## src/rtl/alu_pipe.sv

```systemverilog
// Handshaked execute-stage ALU: single-cycle ops, iterative shift-add MUL,
// single-entry result register with back-pressure, and a sticky CMP flags register.
module alu_pipe #(
    parameter int WIDTH = 16,
    parameter int IMMW  = 5,
    parameter int TAGW  = 16
) (
    input  logic             clk,
    input  logic             rst_n,
    input  logic             in_valid,
    output logic             in_ready,
    input  logic [3:0]       in_op,
    input  logic [WIDTH-1:0] in_a,
    input  logic [WIDTH-1:0] in_b,
    input  logic [IMMW-1:0]  in_imm,
    input  logic             in_use_imm,
    input  logic [TAGW-1:0]  in_tag,
    output logic             out_valid,
    input  logic             out_ready,
    output logic [WIDTH-1:0] out_result,
    output logic [TAGW-1:0]  out_tag,
    output logic [1:0]       cmp_flags,
    output logic             busy
);

    typedef enum logic {
        IDLE = 1'b0,
        MUL  = 1'b1
    } state_t;

    localparam int CNTW = $clog2(WIDTH + 1);
    localparam logic [CNTW-1:0]  CNT_LAST = CNTW'(WIDTH - 1);
    localparam logic [WIDTH-1:0] WIDTH_V  = WIDTH'(WIDTH);

    localparam logic [3:0] OP_ADD = 4'd0;
    localparam logic [3:0] OP_LD  = 4'd1;
    localparam logic [3:0] OP_ST  = 4'd2;
    localparam logic [3:0] OP_SUB = 4'd3;
    localparam logic [3:0] OP_MUL = 4'd4;
    localparam logic [3:0] OP_CMP = 4'd5;
    localparam logic [3:0] OP_MOV = 4'd6;
    localparam logic [3:0] OP_OR  = 4'd7;
    localparam logic [3:0] OP_AND = 4'd8;
    localparam logic [3:0] OP_NOT = 4'd9;
    localparam logic [3:0] OP_LSL = 4'd10;
    localparam logic [3:0] OP_LSR = 4'd11;

    state_t            state_q, state_d;
    logic [WIDTH-1:0]  mul_a_q, mul_a_d;
    logic [WIDTH-1:0]  mul_b_q, mul_b_d;
    logic [WIDTH-1:0]  prod_q, prod_d;
    logic [CNTW-1:0]   cnt_q, cnt_d;
    logic [TAGW-1:0]   mul_tag_q, mul_tag_d;
    logic              out_valid_q, out_valid_d;
    logic [WIDTH-1:0]  out_result_q, out_result_d;
    logic [TAGW-1:0]   out_tag_q, out_tag_d;
    logic [1:0]        cmp_flags_q, cmp_flags_d;

    logic [WIDTH-1:0]  b_eff;
    logic [WIDTH-1:0]  alu_result;
    logic [WIDTH-1:0]  prod_sum;
    logic              in_fire;

    assign in_ready = (state_q == IDLE) && (!out_valid_q || out_ready);
    assign in_fire  = in_valid && in_ready;
    assign busy     = (state_q == MUL);

    assign out_valid  = out_valid_q;
    assign out_result = out_result_q;
    assign out_tag    = out_tag_q;
    assign cmp_flags  = cmp_flags_q;

    always_comb begin
        b_eff      = in_use_imm ? WIDTH'(in_imm) : in_b;
        alu_result = '0;
        case (in_op)
            OP_ADD, OP_LD, OP_ST: alu_result = in_a + b_eff;
            OP_SUB:               alu_result = in_a - b_eff;
            OP_CMP:               alu_result = (in_a == b_eff) ? WIDTH'(1) : '0;
            OP_MOV:               alu_result = b_eff;
            OP_OR:                alu_result = in_a | b_eff;
            OP_AND:               alu_result = in_a & b_eff;
            OP_NOT:               alu_result = ~in_a;
            // Out-of-range shift amounts flush to zero regardless of operator semantics.
            OP_LSL:               alu_result = (b_eff >= WIDTH_V) ? '0 : (in_a << b_eff);
            OP_LSR:               alu_result = (b_eff >= WIDTH_V) ? '0 : (in_a >> b_eff);
            default:              alu_result = '0;
        endcase
    end

    assign prod_sum = mul_b_q[0] ? (prod_q + mul_a_q) : prod_q;

    always_comb begin
        state_d      = state_q;
        mul_a_d      = mul_a_q;
        mul_b_d      = mul_b_q;
        prod_d       = prod_q;
        cnt_d        = cnt_q;
        mul_tag_d    = mul_tag_q;
        out_valid_d  = out_valid_q && !out_ready;
        out_result_d = out_result_q;
        out_tag_d    = out_tag_q;
        cmp_flags_d  = cmp_flags_q;

        case (state_q)
            IDLE: begin
                if (in_fire) begin
                    if (in_op == OP_MUL) begin
                        mul_a_d   = in_a;
                        mul_b_d   = b_eff;
                        mul_tag_d = in_tag;
                        prod_d    = '0;
                        cnt_d     = '0;
                        state_d   = MUL;
                    end else begin
                        out_valid_d  = 1'b1;
                        out_result_d = alu_result;
                        out_tag_d    = in_tag;
                    end
                    if (in_op == OP_CMP) begin
                        if (in_a == b_eff)     cmp_flags_d = 2'd1;
                        else if (in_a > b_eff) cmp_flags_d = 2'd2;
                        else                   cmp_flags_d = 2'd0;
                    end
                end
            end
            MUL: begin
                mul_a_d = mul_a_q << 1;
                mul_b_d = mul_b_q >> 1;
                prod_d  = prod_sum;
                cnt_d   = cnt_q + CNTW'(1);
                // The output register is guaranteed empty here: MUL was only accepted when it was free.
                if (cnt_q == CNT_LAST) begin
                    out_valid_d  = 1'b1;
                    out_result_d = prod_sum;
                    out_tag_d    = mul_tag_q;
                    state_d      = IDLE;
                end
            end
            default: state_d = IDLE;
        endcase
    end

    always_ff @(posedge clk or negedge rst_n) begin
        if (!rst_n) begin
            state_q      <= IDLE;
            mul_a_q      <= '0;
            mul_b_q      <= '0;
            prod_q       <= '0;
            cnt_q        <= '0;
            mul_tag_q    <= '0;
            out_valid_q  <= 1'b0;
            out_result_q <= '0;
            out_tag_q    <= '0;
            cmp_flags_q  <= 2'd0;
        end else begin
            state_q      <= state_d;
            mul_a_q      <= mul_a_d;
            mul_b_q      <= mul_b_d;
            prod_q       <= prod_d;
            cnt_q        <= cnt_d;
            mul_tag_q    <= mul_tag_d;
            out_valid_q  <= out_valid_d;
            out_result_q <= out_result_d;
            out_tag_q    <= out_tag_d;
            cmp_flags_q  <= cmp_flags_d;
        end
    end

endmodule
```

## config.mk

```make
export PLATFORM = sky130hd
export DESIGN_NAME = alu_pipe
export DESIGN_NICKNAME = d
export VERILOG_FILES = /design/src/rtl/alu_pipe.sv
export SDC_FILE = /design/constraint.sdc
export NUM_CORES = 1
export LEC_CHECK = 0
export ABC_AREA = 1
export CORE_MARGIN = 3
export CORE_UTILIZATION = 55
export CTS_CLUSTER_DIAMETER = 50
export DETAILED_ROUTE_END_ITERATION = 12
export GPL_ROUTABILITY_DRIVEN = 0
export PLACE_DENSITY = 0.87
export SLEW_MARGIN = 40
export SYNTH_ARGS = -nofsm -noshare
export SYNTH_HDL_FRONTEND = slang
export SYNTH_SLANG_ARGS = --single-unit
```

## constraint.sdc

```tcl
create_clock -name clk -period 3.2 [get_ports clk]
set_clock_uncertainty 0.2 [all_clocks]
set_input_delay 0.64 -clock clk [delete_from_list [all_inputs] [get_ports clk]]
set_output_delay 0.64 -clock clk [all_outputs]
set_load 0.1 [all_outputs]
```

After elaboration in Yosys (flattened, before gate mapping)

Cells that the tools add are included.

Logic and storage cells: 87
Output and inout port bits: 37
Bits in registers: 105
Bits of input ports: 62

Shift-type cells: 2
Mux-type cells: 36
Add/subtract/negate cells: 4
Equality and inequality tests: 17
Magnitude comparators: 2
Reductions and logical operators: 12
Bitwise logic cells: 4

Operator list:

| cell                                                                                  | count |
|---|---|
| 16-bit 2-to-1 mux                                                                     | 16 |
| 16-bit case mux with 2 select lines                                                   | 5 |
| 16-bit case mux with 9 select lines                                                   | 1 |
| 16-bit adder                                                                          | 2 |
| 16-bit AND                                                                            | 1 |
| 16-bit equality test                                                                  | 1 |
| 4-bit by 3-bit equality test with 1-bit output (second input constant)                | 4 |
| 4-bit equality test (second input constant)                                           | 4 |
| 16-bit by 5-bit greater-or-equal comparator with 1-bit output (second input constant) | 1 |
| 16-bit greater-than comparator                                                        | 1 |
| 16-bit inverter                                                                       | 1 |
| 16-bit bitwise OR                                                                     | 1 |
| 16-bit by 16-bit left shift with 16-bit output                                        | 1 |
| 16-bit by 16-bit >> shifter with 16-bit output                                        | 1 |
| 16-bit subtractor                                                                     | 1 |
| 5-bit 2-to-1 mux                                                                      | 2 |
| 5-bit case mux with 2 select lines                                                    | 1 |
| 3-bit AND reduction                                                                   | 3 |
| 4-bit by 2-bit equality test with 1-bit output (second input constant)                | 2 |
| 1-bit 2-to-1 mux                                                                      | 7 |
| 5-bit by 1-bit adder with 5-bit output (second input constant)                        | 1 |
| 5-bit by 4-bit equality test with 1-bit output (second input constant)                | 1 |
| 4-bit by 1-bit equality test with 1-bit output (second input constant)                | 1 |
| 4-bit logical NOT                                                                     | 1 |
| 10 further kinds                                                                      | 17 |

Depth between registers and ports, before layout

Depth in word-level cells: 7
Depth in mapped cells: 26
Depth with buffers taken out: 22

Least setup slack after synthesis

OpenSTA, ideal clock, no wires.

Path kind: register to register
Start point: reg out_valid_q, in the netlist out_valid
End point: reg mul_a_q[1]
Data required time: 2.918 ns
Stages on the path, launching flop included: 13
Setup time: 0.082 ns
Setup slack: -0.643 ns
Clock period less this slack: 3.843 ns
Buffers on the path: 1
Arrival: 3.561 ns
Path through: dfrtp_1 -> inv_1 -> nor2_1 -> nor2_1 -> nand2_1 -> inv_1 -> nand2_1 -> clkinv_1 -> nor2_1 -> inv_2 -> clkbuf_1 -> nor2_1 -> a31oi_1

Cells in the longest elaborated chain, start to end: 6

RTL lines:

| item                                   | RTL line | RTL |
|---|---|---|
| from (decl)                            | 54       | `logic out_valid_q, out_valid_d;` |
| from (signal assigned)                 | 163      | `out_valid_q <= out_valid_d;` |
| 1-bit logical NOT                      | 64       | `assign in_ready = (state_q == IDLE) && (!out_valid_q \|\| out_ready);` |
| 1-bit logical OR                       | 64       |  |
| 1-bit logical AND                      | 64       |  |
| via in_ready                           | 11       | `output logic in_ready,` |
| 1-bit logical AND                      | 65       | `assign in_fire = in_valid && in_ready;` |
| 2-bit inequality test (no source line) | -        |  |
| 2-bit AND reduction (no source line)   | -        |  |
| to (signal assigned)                   | 158      | `mul_a_q <= mul_a_d;` |
| to (decl)                              | 49       | `logic [WIDTH-1:0] mul_a_q, mul_a_d;` |

The timed path passes the listed nets, and every way through them passes these cells.
A chain may end at the register's enable or synchronous reset.

Worst setup path in the final report

Start point: in in_imm[2]
End point: reg out_result_q[0], in the netlist out_result[0]

Cells in the longest elaborated chain, start to end: 7
Elaborated cells between the ends (all ways): 12
Classes of those cells: order compare: 1; eq/ne: 1; shift: 2; mux: 8

RTL lines:

| item                                                                                  | RTL line | RTL |
|---|---|---|
| from (decl)                                                                           | 15       | `input logic [IMMW-1:0] in_imm,` |
| 16-bit 2-to-1 mux *                                                                   | 74       | `b_eff = in_use_imm ? WIDTH'(in_imm) : in_b;` |
| 16-bit by 5-bit greater-or-equal comparator with 1-bit output (tied with other cells) | 85, 86   |  |
| 16-bit 2-to-1 mux (tied with other cells)                                             | 86       | `OP_LSR: alu_result = (b_eff >= WIDTH_V) ? '0 : (in_a >> b_eff);` |
| 16-bit case mux with 9 select lines *                                                 | 76       | `case (in_op)` |
| 16-bit 2-to-1 mux *                                                                   | 108      | `if (in_op == OP_MUL) begin` |
| 16-bit 2-to-1 mux *                                                                   | 107      | `if (in_fire) begin` |
| 16-bit case mux with 2 select lines *                                                 | 105      | `case (state_q)` |
| to (signal assigned)                                                                  | 164      | `out_result_q <= out_result_d;` |
| to (decl)                                                                             | 55       | `logic [WIDTH-1:0] out_result_q, out_result_d;` |

Every way passes the cells marked *; elsewhere a longest branch is shown, timed or not. The select of a mux whose other input is x is not followed.

==> summary.txt <==
status = finished, final reports clean
Cell Pwr Density = 807 nW/µm²
sequential power share = 24.0%
clk_lat worst skew = 0.37 ns
critical path required time = 3.30 ns
clock network fraction of total power = 12.2%
placed insts = 1,888
total grt overflow = 0
flop2flop setup slack = 0.40 ns
Residual DRC = 0
TritonCTS clock tree = yes
cell-internal power = 4.48 mW
met3 global-route usage = 10.0%
most area-hungry cell type in the Yosys netlist = dfrtp_1
H-Tree Depth = 3
initial antenna violation count = 1
number of synthesized register bits = 105
CTS root buf = clkbuf_16
clock sinks = 105
final slew viol count = 0
GR Layer Usage met2 = 57.8%
Syn Inst Count = 1,435
ys flop type = dfrtp_1
Leak = 6.12 nW
WP buf/inv = 4
Tmin final = 3.18 ns
Worst-Margin Slew = 0.562 ns
CTS Buf Count = 9
CTS max path bufs = 2
Area Overhead vs Synth = 30.9%
Mean Syn Cell Area = 6.54 µm²
crit-path leading delay family = simple AND/OR/NAND/NOR gates
most common library cells after synthesis = nand2_1, nor2_1, nand3_1, inv_1, dfrtp_1
register area = 2630 µm²
maximum VDD drop = 0.967 mV
Final Hold Fails = 0
Initial DRC Count = 1,490
Hold Path Class = in2async
Max stage delay on crit path = 0.41 ns
first-pass GRT wire length = 55.1 mm
filler-free cell count of the finished design = 1,910
Worst R2R Path Depth = 16
GRT Total Usage = 37.4%
library cells used by synthesis = 57
gr busiest metal = met2
Slew Limit Headroom = 62.5%
vias in the first global route = 10,900
clk slew on worst S/H paths = 0.08 ns
core area = 16,600 µm²
Slowest-stage cell, CP = clkdlybuf4s50_1
Warnings, synthesis = 0
WL/cell = 18.5 µm
Crit Reg-Reg Startpoint = mul_a_q[0]
Fillers = 1,218
final WL = 35.3 mm
FMAX = 315 MHz
via count = 11,600
total iterations of the first detailed-routing run = 7
Die Width = 137 µm
most frequent cell after synthesis = nand2_1
kind of critical path = in2reg
Syn Nets = 1,565
post-synthesis cell area = 9380 µm²
post-synthesis sequential area ratio = 28.0%
Tcrit/Tclk final = 99.2%
Setup-failing EPs final = 0
critical path peak fanout = 6
Hold Buf Count CTS = 0
WP data arrival = 3.27 ns
crit path cell chain = clkdlybuf4s50_1 > or2_1 > o21ai_4 > ha_4 > inv_2 > nand2_1 > buf_4 > nor3_2 > nand4_1 > nor2_1 > a2111oi_0 > buf_4 > o21ai_1 > nand2_1 > a21oi_2
Starting Density = 56.3%
Comb pwr share = 63.8%
layout cells sized above 1 = 20.3%
switch share = 54.8%
hold_ws = 0.000497 ns
startpoint types = input port
CP Capture Type = flip-flop
routing usage on met1 = 46.1%
die height = 137 µm
row count = 47
Die Area = 18,700 µm²
top-area cell type share of the netlist area = 28.0%
async set or reset register ratio after synthesis = 100%
setup TNS = 0 ns
worst flop-to-flop path endpoint = out_result[14]
number of enable flip-flop cells after synthesis = 0
port bufs = 98
n_diodes = 0
maxcap violations = 0
Final ANT Viol Nets = 0
Net Switching = 5.43 mW
I/O pins = 99
Final nets = 1,816
synth top area cells = dfrtp_1, nand2_1, ha_1
vias per cell = 6.08
post-DP HPWL = 26.6 mm
multi-input logic area = 6100 µm²
pin count of the biggest net entering global routing = 54
-- how the worst max path moves through the flow --
| stage | from | to | slack [ns] | cells past startpoint |
|---|---|---|---|---|
| after floorplan | in_use_imm | out_result[10] | -0.11 | 26 |
| after global placement | in_use_imm | out_result[6] | -0.53 | 15 |
| after detailed placement | in_use_imm | out_result[11] | -0.63 | 16 |
| after CTS | in_imm[1] | out_result[11] | 0.003 | 15 |
| after global routing | in_b[0] | out_result[12] | -0.04 | 18 |
| final | in_imm[2] | out_result[0] | 0.02 | 15 |
-- sequential cells by signal, summed over array words and instances, names as in the netlist --
signal      count
busy            1
cmp_flags       2
cnt_q           5
mul_a_q        16
mul_b_q        16
mul_tag_q      16
out_result     16
out_tag        16
out_valid       1
prod_q         16
-- power groups by stage --
stage          Clock (mW)  Sequential, mW  Combinational [mW]
4_1_cts              1.20            2.36                6.16
6_report             1.20            2.38                6.33
3_5_place_dp            0            2.37                6.10
5_1_grt              1.25            2.44                6.81
3_3_place_gp            0            2.34                5.89
2_1_floorplan           0            3.89                2.83
-- cell type report --
cell class                      instances  area share [%]
Clock buffer                           10            1.87
Clock inverter                          5           0.642
Sequential cell                       105            21.4
Multi-Input combinational cell       1132            49.7
Timing Repair Buffer                  296            19.8
Tap cell                              220            2.24
Inverter                              142            4.40
-- worst reg2reg max path, stage by stage (launching register included) --
cell and delay [ns]:
dfrtp_1 0.44, ha_1 0.25, fa_1 0.43, nand3_1 0.12, nand2_1 0.11, nand3_1 0.10
nand3_1 0.10, nand2_1 0.07, inv_1 0.05, nor2_1 0.10, o21bai_1 0.08, or2_2 0.28
nand3_1 0.08, nand2_1 0.11, nand2_1 0.10, nand2_1 0.05, nand2_1 0.06
-- cell families after synthesis --
logic type,share of synthesized area [%]
buffers and inverters,8.54
AOI/OAI and AO/OA,18.9
DFF,28.0
adders and majority gates,9.31
and+or+nand+nor,34.7
xor gates and xnor gates,0.467
-- placed cells by master (no fill, tap or decap), drive strengths merged, types with 2 or more instances in the layout --
master / netlist / layout
nor2: 157 / 157
nor3: 9 / 9
a31o: 2 / 2
a31oi: 54 / 54
or2: 20 / 20
clkbuf: 38 / 11
nand3: 133 / 133
nand4: 20 / 20
a21o: 2 / 2
clkdlybuf4s50: 0 / 58
a221oi: 6 / 6
dfrtp: 105 / 105
ha: 65 / 65
and2: 2 / 2
o21bai: 6 / 6
xor2: 4 / 4
inv: 135 / 136
a2111oi: 2 / 2
nor4: 4 / 4
nand2: 408 / 408
a21oi: 96 / 96
a21boi: 2 / 2
o211ai: 8 / 8
o21a: 2 / 2
o21ai: 97 / 97
o22ai: 18 / 18
buf: 18 / 236
a211oi: 3 / 3
bufinv: 0 / 2
fa: 3 / 3
clkinv: 7 / 9
-- routing by layer --
metal | vias to the layer above | share of wire, %
met2 | 845 | 44
met4 | 0 | 7.8
li1 | 5289 | -
met5 | - | 0
met3 | 235 | 13
met1 | 5246 | 36
-- timing repair --
item | in CTS | in global routing
resized for setup | 1 | 39
endpoints found under the setup margin | 16 | 14
pin swaps | 0 | 19
setup buffers | 0 | 7
-- stage by stage --
step	area, µm²	total power [mW]	util (%)	worst slack, ns
6_report	12300	9.91	73.8	0.0246
5_1_grt	12300	10.5	73.8	-0.0395
4_1_cts	12100	9.72	72.8	0.00332
3_5_place_dp	11800	8.47	70.9	-0.629
3_3_place_gp	11800	8.23	70.9	-0.534
2_1_floorplan	9450	6.72	-	-0.114
Power figures use the tool's default switching activity.
